--- src/rtl/fetch_stage.sv ---
// Instruction fetch stage: PC register, redirect/stall control, IF/ID register.
// Optional misaligned-redirect trap enabled by FETCH_MISALIGN_CHECK_EN.
module fetch_stage #(
  parameter logic [31:0] RESET_PC  = 32'h0000_0000,
  parameter logic [31:0] NOP_INSTR = 32'h0000_0013
) (
  input  logic        clk,
  input  logic        rst,
  input  logic        stall,
  input  logic        flush,
  input  logic        branch_taken,
  input  logic [31:0] branch_target,
  output logic [31:0] imem_addr,
  input  logic [31:0] imem_instr,
  output logic [31:0] if_id_pc,
  output logic [31:0] if_id_pc_plus4,
  output logic [31:0] if_id_instr,
  output logic        if_id_valid,
  output logic        misalign_err
);

  typedef struct packed {
    logic [31:0] pc;
    logic [31:0] pc_plus4;
    logic [31:0] instr;
    logic        valid;
  } if_id_t;

  logic [31:0] r_pc;
  if_id_t      r_if_id;
  logic [31:0] w_pc_plus4;
  logic [31:0] w_target;
  logic        w_misalign;
  logic        w_squash;

  assign w_pc_plus4 = r_pc + 32'd4;
  assign w_squash   = flush | branch_taken;

`ifdef FETCH_MISALIGN_CHECK_EN
  logic r_misalign_err;

  assign w_target   = branch_target;
  assign w_misalign = branch_taken & (branch_target[1:0] != 2'b00);

  // Sticky until reset so software/debug can observe the trap.
  always_ff @(posedge clk or posedge rst) begin
    if (rst) begin
      r_misalign_err <= 1'b0;
    end else if (w_misalign) begin
      r_misalign_err <= 1'b1;
    end
  end

  assign misalign_err = r_misalign_err;
`else
  assign w_target     = branch_target & ~32'h0000_0003;
  assign w_misalign   = 1'b0;
  assign misalign_err = 1'b0;
`endif

  // Redirect outranks stall so a taken branch is never dropped.
  always_ff @(posedge clk or posedge rst) begin
    if (rst) begin
      r_pc <= RESET_PC;
    end else if (branch_taken) begin
      if (!w_misalign) begin
        r_pc <= w_target;
      end
    end else if (!stall) begin
      r_pc <= w_pc_plus4;
    end
  end

  always_ff @(posedge clk or posedge rst) begin
    if (rst) begin
      r_if_id.pc       <= 32'h0;
      r_if_id.pc_plus4 <= 32'h0;
      r_if_id.instr    <= NOP_INSTR;
      r_if_id.valid    <= 1'b0;
    end else if (w_squash) begin
      r_if_id.instr <= NOP_INSTR;
      r_if_id.valid <= 1'b0;
    end else if (!stall) begin
      r_if_id.pc       <= r_pc;
      r_if_id.pc_plus4 <= w_pc_plus4;
      r_if_id.instr    <= imem_instr;
      r_if_id.valid    <= 1'b1;
    end
  end

  assign imem_addr      = r_pc;
  assign if_id_pc       = r_if_id.pc;
  assign if_id_pc_plus4 = r_if_id.pc_plus4;
  assign if_id_instr    = r_if_id.instr;
  assign if_id_valid    = r_if_id.valid;

endmodule

--- config.mk ---
export PLATFORM = sky130hd
export DESIGN_NAME = fetch_stage
export DESIGN_NICKNAME = d
export VERILOG_FILES = /design/src/rtl/fetch_stage.sv
export SDC_FILE = /design/constraint.sdc
export NUM_CORES = 1
export LEC_CHECK = 0
export ABC_AREA = 1
export BUFFER_PORTS_ARGS = -buffer_cell sky130_fd_sc_hd__buf_2
export CAP_MARGIN = 20
export CORE_ASPECT_RATIO = 1.1
export CORE_MARGIN = 1
export CORE_UTILIZATION = 50
export CTS_BUF_LIST = sky130_fd_sc_hd__clkbuf_2
export CTS_CLUSTER_DIAMETER = 150
export CTS_CLUSTER_SIZE = 30
export DETAILED_ROUTE_END_ITERATION = 12
export PLACE_DENSITY = 0.8
export SKIP_LAST_GASP = 1
export SLEW_MARGIN = 20
export SYNTH_ARGS = -nofsm -noshare
export SYNTH_HDL_FRONTEND = slang
export SYNTH_SLANG_ARGS = --single-unit
--- constraint.sdc ---
create_clock -name clk -period 4.99 [get_ports clk]
set_input_delay 0.7485 -clock clk [delete_from_list [all_inputs] [get_ports clk]]
set_output_delay 0.7485 -clock clk [all_outputs]
set_load 0.05 [all_outputs]
-- Word-level counts from Yosys, hierarchy flattened
Cells that the tools add are included.
- add/subtract/negate cells: 1
- multipliers: 0
- divide/modulo/power cells: 0
- $lt $le $gt $ge: 0
- equality and inequality tests: 2
- shift operators: 0
- muxes and demuxes: 4
- bitwise logic cells: 3
- reductions and logical operators: 1
- operator list (cell ; number):
    $mux 33 ; 2
    $mux 32 ; 2
    $add 32x3->32 const B ; 1
    $ne 2x1->1 const B ; 2
    $not 1->1 ; 2
    $reduce_and 2->1 ; 1
    $or 1x1->1 ; 1
- register bits after elaboration: 129
- latch bits: 0
- RAM bits: 0
- memory bits (read-only): 0
- bits of input ports: 69
- output and inout port bits: 130
- word-level logic and storage cells: 16
- memories kept: 0

-- Depth between registers and ports, before layout
Gate-level depths: netlist of run 1.
- depth after elaboration: 3
- depth in mapped cells: 10
- gate-level depth less buffers: 10

-- Worst setup path before layout of run 1
Ideal clock, no wire load.
- kind: reg-to-reg
- start: reg r_pc[2], in the netlist imem_addr[2]
- end: reg r_if_id (netlist bit if_id_pc_plus4[26])
- setup time: 118 ps
- arrival: 1752 ps
- data required time: 4872 ps
- setup slack: 3120 ps
- stages on the path, launching flop included: 11
- path buffers: 0
- period minus slack after synthesis: 1870 ps
- cells stage by stage: dfrtp_1 > ha_1 > nand2_2 > nor2_4 > nand2_1 > nor2_4 > nand2_1 > nand2_1 > nand2_1 > nand2_1 > nand2_1
- word-level cells in the longest chain between the ends: 1
- ends and longest elaborated chain (what ; RTL line ; text):
    from (decl) ; 29 ; logic [31:0] r_pc;
    from (signal assigned) ; 67 ; r_pc <= w_target;
    from (signal assigned) ; 70 ; r_pc <= w_pc_plus4;
    $add 32x3->32 ; 36 ; assign w_pc_plus4 = r_pc + 32'd4;
    to (decl) ; 30 ; if_id_t r_if_id;
No other way between the ends.
A chain may end at the register's enable or synchronous reset.

-- Worst setup path after layout of run 1
- start: in branch_taken
- end: reg r_if_id (netlist bit if_id_pc[25])
- word-level cells in the longest chain between the ends: 3
- ends and longest elaborated chain (what ; RTL line ; text):
    from (decl) ; 11 ; input logic branch_taken,
    $or 1x1->1 ; 37 ; assign w_squash = flush | branch_taken;
    $not 1->1 (no source line) ; - ;
    $reduce_and 2->1 (no source line) ; - ;
No other way between the ends.

==> results of run 1 <==
==> per-stage QoR <==
stage,setup WS [ps],instances,hold WS (ps),utilization [%],area [um^2]
after floorplan,976,686,604,-,5850
after global placement,1910,995,452,61.5,6830
after detailed placement,1890,995,458,61.5,6830
after CTS,2620,1027,75.9,63.3,7030
after global routing,2530,1028,77.9,63.3,7030
final,2680,1028,102,63.3,7030
==> worst max-delay path, stage by stage <==
cell	delay, ps
buf_2	350
nor2_4	190
inv_2	90
nor2_8	90
clkinv_2	670
buf_4	520
nand2_1	90
o21ai_1	60
==> path summary, 6_finish.rpt <==
path                                          startpoint                       endpoint  depth (start not counted)
max                                         branch_taken       if_id_pc[25]$_DFFE_PP0P_                          8
min                                                  rst      imem_addr[24]$_DFFE_PP0N_                          2
max reg2reg                     imem_addr[3]$_DFFE_PP0N_      imem_addr[28]$_DFFE_PP0N_                         10
min reg2reg                if_id_pc_plus4[3]$_DFFE_PP0P_  if_id_pc_plus4[3]$_DFFE_PP0P_                          2
max in group asynchronous                            rst     if_id_instr[0]$_DFFE_PP1P_                          3
min in group clk                           imem_instr[0]     if_id_instr[0]$_DFFE_PP1P_                          3
==> area by class of cell <==
cell class              count  area (um^2)
fillers                   988         4080
flip-flops and latches    123         3080
multi-input cells         461         2310
repair buffers            195          991
inverters                  69          263
well taps                 147          184
clock inverters            13          104
clock buffers              19         95.1
diodes                      1         2.50
==> per-layer routing <==
metal,track usage (%),up-vias,part of all wire [%]
li1,-,2508,-
met1,33.7,2326,44
met2,42.1,211,46
met3,6.18,30,7.0
met4,11.3,0,2.5
met5,0,-,0
==> synth_stat cells, drive strengths merged <==
cell and count:
nand3 27, xor2 14, a22o 29, xnor2 1, o32a 1, dfrtp 120
conb 1, ha 1, o211ai 3, nand2 262, clkbuf 7, dfstp 3
o21ai 60, inv 69, nor2 48, nand3b 1, buf 26, nand4 1
a21oi 1, o21bai 4, o221ai 1
==> power by group <==
part           switching, mW  internal, mW  total (mW)
Combinational          0.682         0.191       0.872
Sequential            0.0958          1.12        1.21
Clock                  0.377         0.175       0.552
Total                   1.15          1.48        2.64
==> flip-flops by register name (all words and copies together), names as in the netlist <==
signal,cells
if_id_instr,32
if_id_pc,30
if_id_pc_plus4,30
if_id_valid,1
imem_addr,30
==> cell families (layout without fill, tap and decap cells) <==
group	Yosys count	count (layout)	share of synthesized area (%)
xor+xnor	15	15	2.64
compound gates	99	99	10.8
simple gates	339	339	25.5
buf+inv	102	296	7.86
other cells	1	8	0.0644
flops	123	123	52.9
fa+ha+maj	1	1	0.215
==> impl_results.md, run 1 <==
- Worst Hold Class: input port to asynchronous set/reset pin
- Die H: 115 um
- GRT Util Overall: 26.0%
- Share of layout cells above drive strength 1: 30.2%
- Yosys cell types: 33
- Full die area: 12100 um^2
- YS warnings: 0
- Starting DRT DRC Count: 355
- Max-cap check violation count: 0
- Syn avg cell area: 8.57 um^2
- Worst skew pair latency: 670 ps
- # nets final: 937
- Vias per cell: 4.94
- Slew HR: 40.0%
- Startpoint type of the worst setup path: input port
- Area contributors post-synth: dfrtp_1, nand2_1, a22o_1
- First-pass GRT wire length: 24300 um
- Cells after Synth: 680
- Period minus WS final: 2310 ps
- Worst IR Drop VDD: 0.216 mV
- Final worst-path cycle share: 46.2%
- Inserted Clock Buffers: 17
- Routed length per instance: 14.5 um
- WP data arrival: 2860 ps
- Final setup viols: 0
- Clock skew: 27.0 ps
- Reg clk slew, reported paths: 200 ps
- Pre-Repair DR Iteration Count: 8
- RD Place Congestion: 0.848
- Antenna viol nets, final: 0
- Type of the worst setup path: input port to flip-flop
- Post-CTS sizing: 0
- Post-layout power: 2.64 mW
- FMAX: 434 MHz
- Clock Tree Buf Depth: 2
- Final Hold Violating Endpoints: 0
- Synthesized area: 5830 um^2
- Max-slew violations: 0
- DRC viols: 0
- PortBufs: 189
- Worst Path Required: 5550 ps
- # hold bufs at CTS: 0
- Initial antenna violation count: 1
- Clk sink count: 123
- Synth top area share: 51.5%
- Routed via count: 5075
- Routed WL: 14900 um
- Post-synth top area cell: dfrtp_1
- Reg2reg setup slack: 3190 ps
- Worst setup EP type: flip-flop
- RSZ-0062 raised after global routing: false
- #FFs+latches synth: 123
- Dpl hpwl: 10400 um
- Leakage power: 3.96 nW
- Status: completed
- Most common cell after layout, fill and taps aside: nand2_1
- IO Pins: 199
- Initial Util: 52.4%
- Setup bufs post-CTS: 0
- Core area: 11100 um^2
- Pin count of the biggest net entering global routing: 70
- CTS tree: built
- Setup TNS: 0 ps
- Commonest non-fill, non-tap cells in the layout: nand2_1, buf_2, dfrtp_1, inv_1, o21ai_1
- Total overflow reported by the global router: 0
- Total number of H-tree levels: 4
- Register area share after synthesis: 52.9%
- Number of cell rows: 40
- Peak fanout along the critical path: 69
- Root buf cell: clkbuf_2
- Layout Area Growth over Synthesis: 20.7%
- Vias in the first global route: 4944
- Chip width: 105 um
- Pwr Density: 375 nW/um^2
- Worst Tran Pin Value: 899 ps
No activity file was read; power rests on OpenSTA's default activity.
==> inputs of run 2 (changes only) <==
Clock period 4.99 ns to 2.3 ns, I/O delays scaled along.
==> run 2 against run 1 <==
Compared with the run above: clock power grew 110%; final cell count up 6.9%; worst setup slack lost 2700 ps; clock-buffer cell count grew 1; register-to-register slack worse by 2600 ps; die area unchanged; first-iteration DRC count down 9.3%; highest routed layer unchanged; final area is 10% higher; wire length rose by 13%.
==> impl_results.md, run 2 (same netlist as run 1, synthesis figures left out) <==
- Reg clk slew, reported paths: 180 ps
- Routed WL: 16800 um
- Peak fanout along the critical path: 61
- Clock Tree Buf Depth: 2
- Clock skew: 21.2 ps
- Sequential cell area: 3080 um^2
- Pre-Repair DR Iteration Count: 5
- Routed length per instance: 15.3 um
- CTS tree: built
- Worst skew pair latency: 650 ps
- Total number of H-tree levels: 4
- Final instance area: 7750 um^2
- Worst IR Drop VDD: 0.456 mV
- Post-Place Cells: 997
- Multi-input gate area: 2310 um^2
- Max-cap check violation count: 0
- Setup crit start: flush
- FMAX: 436 MHz
- # nets final: 1008
- IO Pins: 199
- Dpl cell area: 6870 um^2
- Initial antenna violation count: 1
- Worst Hold Class: input port to flip-flop
- Slew HR: 57.1%
- Pin count of the biggest net entering global routing: 124
- # fillers: 875
- Dpl hpwl: 10900 um
- Reg2reg setup slack: 550 ps
- Core area: 11100 um^2
- DRC viols: 0
- Clk sink count: 123
- Inserted Clock Buffers: 17
- RSZ-0062 raised after global routing: false
- Total overflow reported by the global router: 0
- Worst R2R Path Depth: 10
- Final worst-path cycle share: 99.7%
- Antenna viol nets, final: 0
- First-pass GRT wire length: 27100 um
- Max reg flops: 32
- Startpoint type of the worst setup path: input port
- Vias per cell: 5.01
- Initial Util: 52.4%
- Most common cell after layout, fill and taps aside: nand2_1
- WP data arrival: 2900 ps
- Share of layout cells above drive strength 1: 28.0%
- Final setup viols: 0
- Max-slew violations: 0
- Worst Tran Pin Value: 644 ps
- Full die area: 12100 um^2
- Worst Path Required: 2900 ps
- Status: completed
- Layout Area Growth over Synthesis: 33.1%
- Final cell count without fillers: 1099
- RD Place Congestion: 0.852
- Type of the worst setup path: input port to flip-flop
- Pwr Density: 749 nW/um^2
- Period minus WS final: 2290 ps
- GRT Util Overall: 29.2%
- Setup TNS: 0 ps
- Critical R2R Launch: imem_addr[3]$_DFFE_PP0N_
- Vias in the first global route: 5402
- Die H: 115 um
- Worst setup margin: 6.93 ps
- Starting DRT DRC Count: 322
- Routed via count: 5501
- Commonest non-fill, non-tap cells in the layout: nand2_1, buf_2, dfrtp_1, dlygate4sd3_1, inv_1
- Number of cell rows: 40
- PortBufs: 189
- Worst slack, placed: 439 ps
- Chip width: 105 um
- Root buf cell: clkbuf_2
- Final Hold Violating Endpoints: 0
- End of the critical path: if_id_instr[1]$_DFFE_PP1P_
- Leakage power: 4.27 nW
- Reg-to-reg endpoint: if_id_pc_plus4[30]$_DFFE_PP0P_
- Worst setup EP type: flip-flop
-- run 2: cell type report --
| class | instances | area share (%) |
|---|---|---|
| Sequential cell | 123 | 39.7 |
| Multi-Input combinational cell | 461 | 29.8 |
| Timing Repair Buffer | 266 | 22.3 |
| Inverter | 69 | 3.39 |
| Tap cell | 147 | 2.37 |
| Clock buffer | 20 | 1.29 |
| Clock inverter | 12 | 1.08 |
| Antenna cell | 1 | 0.0323 |
-- run 2: power by group --
| group | internal (mW) | total [mW] | leakage (nW) | switching, mW |
|---|---|---|---|---|
| Combinational | 0.497 | 2.01 | 2.58 | 1.51 |
| Sequential | 2.43 | 2.64 | 1.57 | 0.212 |
| Clock | 0.375 | 1.16 | 0.121 | 0.786 |
| Total | 3.30 | 5.81 | 4.27 | 2.51 |
-- run 2: repair_timing --
item	4_1_cts	5_1_grt
buffers inserted	0	0
hold endpoints to repair	184	0
hold buffers	68	0
resized for setup	0	0
-- run 2: stage by stage --
step | total power [mW] | utilization (%) | hold WS, ps
floorplan | 4.09 | - | 439
global placement | 4.56 | 61.9 | 450
detailed placement | 4.58 | 61.9 | 455
CTS | 5.82 | 69.6 | 110
global route | 6.10 | 69.8 | 114
finish | 5.81 | 69.8 | 184
-- run 2: metal layers --
| metal | vias to the layer above | routed length, um | GRT usage, % |
|---|---|---|---|
| met2 | 222 | 8350 | 50.1 |
| li1 | 2648 | - | - |
| met5 | - | 0 | 0 |
| met1 | 2603 | 7040 | 36.2 |
| met4 | 0 | 272 | 9.67 |
| met3 | 28 | 1120 | 7.65 |
-- run 2: worst min path at each step --
| stage | from | endpoint | slack, ps | depth (start not counted) |
|---|---|---|---|---|
| global route | branch_taken | imem_addr[3]$_DFFE_PP0N_ | 110 | 4 |
| finish | branch_taken | imem_addr[3]$_DFFE_PP0N_ | 180 | 4 |
| detailed placement | if_id_pc_plus4[3]$_DFFE_PP0P_ | if_id_pc_plus4[3]$_DFFE_PP0P_ | 450 | 2 |
| CTS | branch_taken | imem_addr[3]$_DFFE_PP0N_ | 110 | 4 |
| global placement | if_id_pc[4]$_DFFE_PP0P_ | if_id_pc[4]$_DFFE_PP0P_ | 450 | 2 |
| floorplan | imem_instr[0] | if_id_instr[0]$_DFFE_PP1P_ | 440 | 2 |
-- run 2: worst max-delay path, stage by stage --
cell and delay, ps:
dlygate4sd3_1 540, buf_2 150, nor2_4 100, dlygate4sd3_1 580, inv_2 80, nor2_8 100, inv_2 60, buf_12 180
o32a_1 180, dlygate4sd3_1 550
==> inputs of run 3 (changes only) <==
Settings changed: CORE_UTILIZATION 50 to 49, PLACE_DENSITY 0.8 to 0.78.
==> run 3 against run 2 <==
Compared with the run above: power up 4.2%; final cell count up 1.4%; core utilization down 1.1 points; sequential power about the same; final area up 2.3%; highest routed layer unchanged; largest power group unchanged.
==> impl_results.md, run 3 (same netlist as run 1, synthesis figures left out) <==
- DRC viols: 0
- P_int: 3.44 mW
- RD Place Congestion: 0.850
- Final Hold Violating Endpoints: 0
- Pwr Density: 763 nW/um^2
- Share of layout cells above drive strength 1: 28.6%
- Critical R2R Launch: imem_addr[3]$_DFFE_PP0N_
- Worst setup EP type: flip-flop
- Peak fanout along the critical path: 32
- Seq pwr share: 43.6%
- GRT Util Overall: 28.4%
- Switching power: 2.61 mW
- First-pass GRT wire length: 26800 um
- FMAX: 456 MHz
- Number of cell rows: 41
- Hold Path Cell Cnt: 4
- Leakage power: 4.33 nW
- Dpl cell area: 6890 um^2
- Root buf cell: clkbuf_2
- Worst setup margin: 108 ps
- Initial Util: 50.5%
- Worst Hold End: if_id_valid$_DFFE_PP0P_
- Startpoint type of the worst setup path: input port
- Core area: 11500 um^2
- Final instance area: 7930 um^2
- Worst slack, placed: 405 ps
- Layout Area Growth over Synthesis: 36.1%
- Hold Slack: 112 ps
- RSZ-0062 raised after global routing: true
- Inserted Clock Buffers: 17
- Commonest non-fill, non-tap cells in the layout: nand2_1, buf_2, dfrtp_1, dlygate4sd3_1, inv_1
- IO Pins: 199
- Min-delay src: stall
- Pre-Repair DR Iteration Count: 5
- Reg clk slew, reported paths: 190 ps
- Worst R2R Path Depth: 9
- Worst Hold Class: input port to flip-flop
- Initial antenna violation count: 1
- Total number of H-tree levels: 4
- Antenna viol nets, final: 0
- Vias per cell: 4.95
- Worst IR Drop VDD: 0.461 mV
- Most common cell after layout, fill and taps aside: nand2_1
- Max stage delay on crit path: 550 ps
- Worst Path Required: 2890 ps
- Routed via count: 5514
- CTS tree: built
- Status: completed
- Chip width: 106 um
- Routed WL: 17000 um
- Slowest-stage cell, CP: dlygate4sd3_1
- Period minus WS final: 2190 ps
- Buf/Inv on CP: 6
- Clock skew: 25.7 ps
- Die H: 116 um
- Starting DRT DRC Count: 336
- Total overflow reported by the global router: 0
- Reg-to-reg endpoint: imem_addr[14]$_DFFE_PP0N_
- Vias in the first global route: 5395
- Setup crit start: branch_taken
- Crit path cell chain: dlygate4sd3_1 -> buf_2 -> buf_4 -> nor2_4 -> inv_2 -> o21ai_0 -> inv_1 -> nand2_1 -> dlygate4sd3_1
- PortBufs: 189
- Full die area: 12300 um^2
- Max reg flops: 32
- Dpl hpwl: 11000 um
- Post-layout power: 6.05 mW
- Final setup viols: 0
- CP top delay family: buffers and inverters
- Type of the worst setup path: input port to flip-flop
- Clock Power Share: 22.5%
- CP dominant cell by count: dlygate4sd3_1
- Slew HR: 52.4%
- # nets final: 1020
- Combinational fraction of design power: 33.9%
- Sw Share: 43.1%
- Worst skew pair latency: 680 ps
- Pin count of the biggest net entering global routing: 57
- Max-cap check violation count: 0
- Clock Tree Buf Depth: 2
- Worst Tran Pin Value: 713 ps
- WP data arrival: 2780 ps
- Reg2reg setup slack: 130 ps
- Max-slew violations: 0
- Final worst-path cycle share: 95.3%
- Routed length per instance: 15.3 um
- Clk sink count: 123
[run 3: worst max path at each step]
stage | end | slack [ps] | cells after the start
after CTS | imem_addr[16]$_DFFE_PP0N_ | 40 | 9
after global placement | imem_addr[4]$_DFFE_PP0N_ | 190 | 4
after floorplan | if_id_pc_plus4[26]$_DFFE_PP0P_ | 430 | 10
after detailed placement | if_id_pc_plus4[7]$_DFFE_PP0P_ | 410 | 8
final | imem_addr[17]$_DFFE_PP0N_ | 110 | 9
after global routing | imem_addr[16]$_DFFE_PP0N_ | -30 | 9
[run 3: power groups by stage]
| stage | clock network, mW | logic (mW) | registers (mW) |
|---|---|---|---|
| final | 1.36 | 2.05 | 2.64 |
| after global routing | 1.49 | 2.18 | 2.67 |
| after CTS | 1.39 | 2.03 | 2.64 |
| after detailed placement | 0 | 1.91 | 2.67 |
| after global placement | 0 | 1.89 | 2.67 |
| after floorplan | 0 | 0.500 | 3.59 |
[run 3: what timing repair did]
| action | CTS | global route |
|---|---|---|
| hold buffers | 77 | 0 |
| gates resized for setup | 0 | 3 |
| hold endpoints to repair | 93 | 0 |
| setup buffers | 0 | 3 |
| setup endpoints to repair | 0 | 4 |
[run 3: worst reg2reg max path, cell delays in order (launching register included)]
cell and delay [ps]:
dfrtp_2 480, ha_1 240, nand2_2 90, nor2_4 190
nand2_4 130, nor2_8 170, xor2_2 170, nand2_1 70
nand2_1 80, dlygate4sd3_1 540
[run 3: cell type report]
type / count / area [um^2]
Multi-Input combinational cell: 461 / 2310
Clock inverter: 15 / 151
Sequential cell: 123 / 3080
Inverter: 69 / 263
Timing Repair Buffer: 278 / 1840
Clock buffer: 17 / 85.1
Tap cell: 150 / 188
Fill cell: 911 / 3610
Antenna cell: 1 / 2.50
[run 3: through the flow]
stage,utilization (%),instances,TNS [ps]
floorplan,-,686,0
global placement,59.6,1000,0
global route,68.7,1113,-27.9
finish,68.7,1114,0
detailed placement,59.7,1001,0
CTS,68.4,1110,0
[run 3: layer usage]
metal / up-vias / part of all wire, % / track usage (%)
met4: 0 / 1.7 / 8.89
met3: 26 / 6.4 / 7.25
met2: 203 / 50 / 50.8
met1: 2600 / 42 / 33.8
li1: 2685 / - / -
met5: - / 0 / 0
